### config.mk
export PLATFORM = sky130hd
export DESIGN_NAME = storage_arbiter
export DESIGN_NICKNAME = d
export VERILOG_FILES = /design/src/rtl/storage_arb_pkg.sv /design/src/rtl/storage_arbiter_rr_pick.sv /design/src/rtl/storage_arbiter.sv
export SDC_FILE = /design/constraint.sdc
export NUM_CORES = 1
export LEC_CHECK = 0
export ABC_AREA = 1
export CORE_AREA = 2 2 97 99
export CTS_BUF_LIST = sky130_fd_sc_hd__clkbuf_2
export DETAILED_ROUTE_END_ITERATION = 7
export DIE_AREA = 0 0 99 101
export PLACE_DENSITY_LB_ADDON = 0.15
export SKIP_LAST_GASP = 1
export SYNTH_ARGS = -nofsm -noshare
export SYNTH_HDL_FRONTEND = slang
export SYNTH_SLANG_ARGS = --single-unit
### constraint.sdc
create_clock -name clk -period 4.8 [get_ports clk]
set_input_delay 0.48 -clock clk [delete_from_list [all_inputs] [get_ports clk]]
set_output_delay 0.48 -clock clk [all_outputs]
set_load 0.03 [all_outputs]
### src/rtl/storage_arb_pkg.sv
// storage_arb_pkg: shared arbitration modes, FSM states and storage widths
package storage_arb_pkg;
  localparam int ARB_PRIO = 0;
  localparam int ARB_RR = 1;
  localparam int DEF_ADDR_W = 9;
  localparam int DEF_DATA_W = 32;
  typedef enum logic {ST_IDLE = 1'b0, ST_LOCKED = 1'b1} state_t;
endpackage

### src/rtl/storage_arbiter_rr_pick.sv
// rr_pick: rotating priority encoder, search starts at ptr and wraps modulo N
module rr_pick #(
  parameter int N = 3
) (
  input  logic [N-1:0]         req,
  input  logic [$clog2(N)-1:0] ptr,
  output logic [N-1:0]         gnt,
  output logic [$clog2(N)-1:0] idx
);
  localparam int IW = $clog2(N);
  always_comb begin
    int j;
    logic found;
    gnt = '0;
    idx = '0;
    found = 1'b0;
    j = 0;
    for (int i = 0; i < N; i++) begin
      j = (int'(ptr) + i) % N;
      if (!found && req[j]) begin
        found = 1'b1;
        gnt[j] = 1'b1;
        idx = IW'(j);
      end
    end
  end
endmodule

### src/rtl/storage_arbiter.sv
// storage_arbiter: N_REQ requesters onto single-port storage with burst lock and tagged read return
module storage_arbiter
  import storage_arb_pkg::*;
#(
  parameter int N_REQ = 3,
  parameter int ADDR_W = DEF_ADDR_W,
  parameter int DATA_W = DEF_DATA_W,
  parameter int RD_LAT = 1,
  parameter int ARB_MODE = ARB_RR,
  parameter int LOCK_MAX = 256
) (
  input  logic                       clk,
  input  logic                       rst,
  input  logic [N_REQ-1:0]           i_req,
  input  logic [N_REQ-1:0]           i_we,
  input  logic [N_REQ-1:0]           i_lock,
  input  logic [N_REQ*ADDR_W-1:0]    i_addr,
  input  logic [N_REQ*DATA_W-1:0]    i_wdata,
  output logic [N_REQ-1:0]           o_gnt,
  output logic [N_REQ-1:0]           o_rvalid,
  output logic [DATA_W-1:0]          o_rdata,
  output logic                       o_mem_we,
  output logic [ADDR_W-1:0]          o_mem_addr,
  output logic [DATA_W-1:0]          o_mem_wdata,
  input  logic [DATA_W-1:0]          i_mem_rdata,
  output logic [$clog2(N_REQ)-1:0]   o_owner,
  output logic                       o_locked,
  output logic                       o_lock_err
);
  localparam int IW = $clog2(N_REQ);
  localparam int CW = $clog2(LOCK_MAX + 1);
  state_t state_q, state_d;
  logic [IW-1:0] ptr_q, ptr_d, owner_q, owner_d, pick_idx, gnt_idx;
  logic [CW-1:0] cnt_q, cnt_d;
  logic [N_REQ-1:0] pick_gnt, gnt;
  logic [RD_LAT-1:0] tag_v_q, tag_v_d;
  logic [RD_LAT-1:0][IW-1:0] tag_id_q, tag_id_d;
  logic locked, forced, any_gnt;

  function automatic logic [IW-1:0] nxt(input logic [IW-1:0] k);
    return (k == IW'(N_REQ - 1)) ? '0 : k + 1'b1;
  endfunction

  // Requests are masked during reset so nothing is granted or queued then
  rr_pick #(.N(N_REQ)) u_pick (
    .req(i_req & {N_REQ{~rst}}),
    .ptr((ARB_MODE == ARB_RR) ? ptr_q : '0),
    .gnt(pick_gnt),
    .idx(pick_idx)
  );

  always_comb begin
    locked = state_q == ST_LOCKED;
    forced = locked && cnt_q == CW'(LOCK_MAX);
    gnt = locked ? ((!rst && !forced && i_req[owner_q]) ? N_REQ'(1) << owner_q : '0) : pick_gnt;
    gnt_idx = locked ? owner_q : pick_idx;
    any_gnt = |gnt;
    state_d = state_q;
    owner_d = owner_q;
    cnt_d = cnt_q;
    ptr_d = any_gnt ? nxt(gnt_idx) : ptr_q;
    if (locked) begin
      if (forced || !i_lock[owner_q]) begin
        state_d = ST_IDLE;
        cnt_d = '0;
      end else begin
        cnt_d = cnt_q + 1'b1;
      end
      if (forced) ptr_d = nxt(owner_q);
    end else if (any_gnt && i_lock[pick_idx]) begin
      state_d = ST_LOCKED;
      owner_d = pick_idx;
      cnt_d = CW'(1);
    end
    tag_v_d[0] = any_gnt && !i_we[gnt_idx];
    tag_id_d[0] = gnt_idx;
    for (int i = 1; i < RD_LAT; i++) begin
      tag_v_d[i] = tag_v_q[i-1];
      tag_id_d[i] = tag_id_q[i-1];
    end
    o_gnt = gnt;
    o_mem_we = any_gnt && i_we[gnt_idx];
    o_mem_addr = any_gnt ? i_addr[gnt_idx*ADDR_W +: ADDR_W] : '0;
    o_mem_wdata = any_gnt ? i_wdata[gnt_idx*DATA_W +: DATA_W] : '0;
    o_rvalid = tag_v_q[RD_LAT-1] ? N_REQ'(1) << tag_id_q[RD_LAT-1] : '0;
    o_rdata = tag_v_q[RD_LAT-1] ? i_mem_rdata : '0;
    o_owner = owner_q;
    o_locked = locked;
    o_lock_err = forced && !rst;
  end

  always_ff @(posedge clk) begin
    if (rst) begin
      state_q <= ST_IDLE;
      ptr_q <= '0;
      owner_q <= '0;
      cnt_q <= '0;
      tag_v_q <= '0;
      tag_id_q <= '0;
    end else begin
      state_q <= state_d;
      ptr_q <= ptr_d;
      owner_q <= owner_d;
      cnt_q <= cnt_d;
      tag_v_q <= tag_v_d;
      tag_id_q <= tag_id_d;
    end
  end
endmodule
Word-level counts from Yosys, hierarchy flattened --
Cells that the tools add are included.
Cells by class: add/subtract/negate cells 5, $mul 1, div/mod/pow operators 3, $lt $le $gt $ge 9, equal/unequal tests 3, shifts and indexed selects 4, multiplexer cells 49, bitwise gates (word level) 5, reductions and logical operators 22
Operators by type and width (number):
- $ge A32 B1 Y1 const B | 3
- $lt A32 B4 Y1 const B | 3
- $shiftx A96 B8 Y32 | 1
- $mod A32 B3 Y32 const B | 2
- $mux W32 | 2
- $mux W9 | 4
- $mod A3 B3 Y32 const B | 1
- $shiftx A27 B7 Y9 | 1
- $mux W1 | 18
- $mux W2 | 9
- $mux W3 | 6
- $bmux W1 S2 | 7
- $logic_and A1 B1 Y1 | 12
- $add A9 B1 Y9 const B | 1
- $eq A9 B9 Y1 const B | 1
- $lt A2 B3 Y1 const B | 3
- $demux W1 S2 | 3
- $logic_not A1 Y1 | 6
- $mul A2 B4 Y6 const B | 1
- $or A3 B3 Y3 | 2
- $shl A1 B2 Y3 const A | 2
- $add A2 B1 Y2 const B | 2
- $eq A2 B2 Y1 const B | 2
- $add A2 B1 Y3 const B | 1
- other kinds (7) | 8
Storage, ports and cells: bits in registers 17, output and inout bits 84, word-level logic and storage cells 107

Longest topological paths before layout --
depth after elaboration 18, mapped depth 21

By module --
From an unflattened synthesis, not the netlist that was laid out.
Unflattened totals: cell total of the unflattened synthesis 474, area total of the unflattened synthesis 2602.5 um^2
Modules (own cells, without submodules):
- storage_arbiter | times used 1, cells an instance 412, area each 2285.9 um^2, seq. area each 340.3 um^2
- rr_pick | times used 1, cells an instance 62, area each 316.6 um^2, seq. area each 0.0 um^2

Worst setup path before layout --
No wires, ideal clock.
kind reg2out, start reg ptr_q[0], end out o_mem_wdata[14], arrival 2.587 ns, required time 4.320 ns, path slack 1.733 ns, cell stages (with the launch flop) 19, buffers on the path 2, cell sequence dfxtp_1 > inv_1 > ha_1 > clkbuf_2 > inv_1 > nand2_1 > nand3_1 > nand2_1 > nand2_1 > nand2_1 > nand2_1 > nand2_1 > nand2_1 > nand2_1 > nor2_2 > nand2_4 > inv_2 > buf_2 > a31oi_1
On the way: word-level cells in the longest chain between the ends 14, elaborated cells between the ends (all ways) 48, those cells by class add/sub: 2; div: 3; order compare: 6; shift: 1; mux: 26; bitwise: 2; reduce/logical: 8
Ends and longest elaborated chain:
- from (decl) | RTL line storage_arbiter.sv:33 | logic [IW-1:0] ptr_q, ptr_d, owner_q, owner_d, pick_idx, gnt_idx;
- from (signal assigned) | RTL line storage_arbiter.sv:102 | ptr_q <= ptr_d;
- parallel branches: the longest is 10 deep, another holds $mod A32 B3 Y32
- $mux W3 (*) | RTL line storage_arbiter_rr_pick.sv:20 | if (!found && req[j]) begin
- $mux W3 (*) | RTL line storage_arbiter.sv:55 | gnt = locked ? ((!rst && !forced && i_req[owner_q]) ? N_REQ'(1) << owner_q : '0) : pick_gnt;
- named net o_gnt[2] | RTL line storage_arbiter.sv:19 | output logic [N_REQ-1:0] o_gnt,
- $reduce_or A3 Y1 (*) | RTL line storage_arbiter.sv:57 | any_gnt = |gnt;
- $mux W32 (*) | RTL line storage_arbiter.sv:84 | o_mem_wdata = any_gnt ? i_wdata[gnt_idx*DATA_W +: DATA_W] : '0;
- to (decl) | RTL line storage_arbiter.sv:24 | output logic [DATA_W-1:0] o_mem_wdata,
Mark *: on every way through the listed nets, which the timed path passes. The select of a mux whose other input is x is not followed.

Worst setup path after layout --
start reg ptr_q[0], end out o_mem_wdata[27]
On the way: word-level cells in the longest chain between the ends 14, elaborated cells between the ends (all ways) 48, those cells by class add/sub: 2; div: 3; order compare: 6; shift: 1; mux: 26; bitwise: 2; reduce/logical: 8
Ends and longest elaborated chain (RTL line):
- parallel branches: the longest is 13 deep, another holds $mod A32 B3 Y32
- $mux W32 (*) | storage_arbiter.sv:84
Every way passes the cells marked *. The select of a mux whose other input is x is not followed.

==> results by group <==
Pwr
  • Pint: 0.00173 W
  • PD cells: 897 mW/mm2
  • Worst IR drop on VDD: 588 uV
  • Sequential share of power: 0.047
  • Combinational Power Share: 0.939
  • Switching power: 0.00284 W
  • Sw frac: 0.621
  • Clock Power Share: 0.014
  • Leakage: 2.27 nW

STA
  • Min Tclk post-route: 4.21 ns
  • Tcrit/Tclk final: 0.877
  • Final Max Slew Viols: 0
  • Max Fclk: 0.238 GHz
  • Worst Tran Pin Value: 0.990 ns
  • RSZ-0062 raised after global routing: false
  • Setup TNS: 0 ns
  • Final Hold Fails: 0
  • Rel. slew slack: 0.339
  • Clock Skew: 0.0142 ns
  • Hold slack: 0.513 ns
  • Final setup margin: 0.590 ns
  • Endpoints failing setup: 0

Place
  • Post-DP HPWL: 9.62 mm
  • GP Congestion: 0.924
  • DP Worst Slack: 0.661 ns
  • Port Buffer Count: 249

Worst setup path
  • Most common cell on crit path: nand2_1
  • Nature of the critical path endpoint: output port
  • Reg2reg end: tag_v_q
  • Critical path's slowest cell: clkdlybuf4s50_1
  • Critical Path, Cell by Cell: inv_1, ha_1, inv_1, nand3_1, nand3_1, nand2_1, nand4_1, nand2_1, inv_2, nand2_2, nand2_4, nor2_4, buf_12, nand2_1, a31oi_1, clkdlybuf4s50_1
  • CP peak stage delay: 0.72 ns
  • CP Class: reg2out
  • R2R setup slack: 2.14 ns
  • CP required: 4.32 ns
  • CP max FO: 34
  • Critical path arrival: 3.73 ns
  • Startpoint types: flip-flop
  • R2R Path Start: ptr_q[0]
  • Worst R2R Path Depth: 14

Global route
  • Aggregate global-route resource usage: 0.212
  • First-pass GRT wire length: 17.5 mm
  • Largest net degree at the start of global routing: 35
  • Vias in the first global route: 3633
  • GR Overflow Total: 0
  • Initial antenna violation count: 0

Drt
  • Drt initial violations: 160
  • Final ANT Viol Nets: 0
  • DR pass1 iterations: 4
  • DR DRC count: 0
  • Post-Route WL: 11.7 mm
  • Via/cell ratio: 4.72
  • Via count: 3926
  • WL/cell: 14.0 um

Logic synthesis
  • Synth top area share: 0.255
  • Synth Warn #: 0
  • Synthesized cell area: 0.00255 mm2
  • Post-synthesis sequential element count: 17
  • Top cells by area, synth: nand2_1 25%, nand3_1 17%, dfxtp_1 13%
  • Post-Synthesis Cells: 489
  • Syn Area/Cell: 5.21 um2
  • Yosys cell types: 32
  • Post-synthesis sequential area ratio: 0.134
  • Largest area contributor in the netlist: nand2_1
  • Syn Nets: 661

Hold path
  • Hold depth: 2
  • Hold path start: cnt_q[1]
  • Hold Path End: cnt_q[1]
  • Hold Path Class: reg2reg

Clocking
  • Clk Latency, worst-skew pair: 0.30 ns
  • CTS tree: done
  • Post-CTS setup buffer count: 0
  • Clock Pin Slew Worst Setup and Hold Paths: 0.18 ns
  • Post-cts sizing count: 0
  • Post-CTS Hold Fix Bufs: 0
  • Num CTS Buffers: 3
  • H-tree depth: 1
  • CTS sink cnt: 17
  • Root buf cell: clkbuf_2
  • Longest Clk Path Bufs: 2

Run status
  • Status: finished, final reports clean

Cells and area
  • Most frequent cells in the layout: 249 x clkdlybuf4s50_1, 173 x nand2_1, 88 x nand3_1
  • Ant diodes: 0
  • Commonest non-fill, non-tap cell in the layout: clkdlybuf4s50_1
  • Area delta synth->final: 100%
  • # fillers: 891
  • Layout cells sized above 1: 0.0485
  • Nets: 894

Floorplan
  • Die Height: 101 um
  • Ports: 250
  • Initial Utilization: 0.284
  • Chip Width: 99 um
  • # rows: 35
  • Die ar.: 0.0100 mm2
  • Core footprint: 0.00898 mm2

Job
  • Max_cap viols: 0
Yosys cell counts, drive strengths merged:
cell type and number:
nor2 29, ha 6, xnor2 1, o21bai 1
nor3b 1, clkinv 1, nor4 1, nor3 6
nand4 9, nand2 182, a21oi 15, o21ai 12
dfxtp 17, buf 16, clkbuf 10, nand3 89
or2 2, a31oi 22, inv 69
metal layers:
layer  vias up  global-route usage  routed length (um)
met3        10              0.0340                 837
met2       173               0.407                6120
met5         -                   0                   0
met1      1702               0.251                4630
met4         0              0.0316                  80
li1       2041                   -                   -
power by group through the flow:
stage          registers [W]  logic, W  clock network (W)
2_1_floorplan       0.000200   0.00280                  0
3_3_place_gp        0.000216   0.00430                  0
3_5_place_dp        0.000218   0.00432                  0
4_1_cts             0.000215   0.00433          0.0000703
5_1_grt             0.000222   0.00463          0.0000754
6_report            0.000214   0.00430          0.0000664
worst max-delay path, delay by kind of cell (launching register included):
kind | cells | cell delay, ns
AO/OA/AOI/OAI | 1 | 0.23
adder cells (fa/ha/maj) | 1 | 0.43
buffers and inverters | 5 | 1.22
flip-flops | 1 | 0.40
AND/OR/NAND/NOR | 9 | 1.13
logic make-up (layout without fill, tap and decap cells):
kind of cell	Yosys count	after routing	share of synthesized area
compound gates	50	50	0.116
xor+xnor	1	1	0.00344
fa+ha+maj	6	6	0.0295
buf+inv	96	328	0.162
flops	17	17	0.134
simple gates	319	319	0.556
worst max-delay path by stage:
| stage | slack [ns] | start | cells after the start | endpoint |
|---|---|---|---|---|
| after floorplan | 1.73 | ptr_q[0] | 18 | o_mem_wdata[14] |
| after global placement | 0.71 | rst | 16 | o_mem_wdata[27] |
| after detailed placement | 0.66 | rst | 16 | o_mem_wdata[27] |
| after CTS | 0.58 | ptr_q[0] | 16 | o_mem_wdata[27] |
| after global routing | 0.25 | ptr_q[0] | 18 | o_mem_wdata[27] |
| final | 0.59 | ptr_q[0] | 16 | o_mem_wdata[27] |
flip-flops by register name, indices dropped and copies added (netlist names):
name	cells
tag_v_q	1
o_owner	2
ptr_q	2
o_locked	1
cnt_q	9
tag_id_q	2
metrics by stage:
step / instance area [um2] / std cells / power (W) / util
2_1_floorplan: 2550 / 489 / 0.00300 / -
3_3_place_gp: 5090 / 828 / 0.00451 / 0.567
3_5_place_dp: 5090 / 828 / 0.00453 / 0.567
4_1_cts: 5110 / 832 / 0.00462 / 0.569
5_1_grt: 5110 / 832 / 0.00493 / 0.569
6_report: 5110 / 832 / 0.00458 / 0.569
final cells by class:
cell class	count	area (um2)	share of cell area
Inverter	70	268	0.0524
Clock inverter	1	5.00	0.000980
Timing Repair Buffer	254	2540	0.498
Multi-Input combinational cell	376	1800	0.352
Clock buffer	3	15.0	0.00294
Tap cell	111	139	0.0272
Sequential cell	17	340	0.0667
Note: power is estimated with default switching activity, not from simulation.
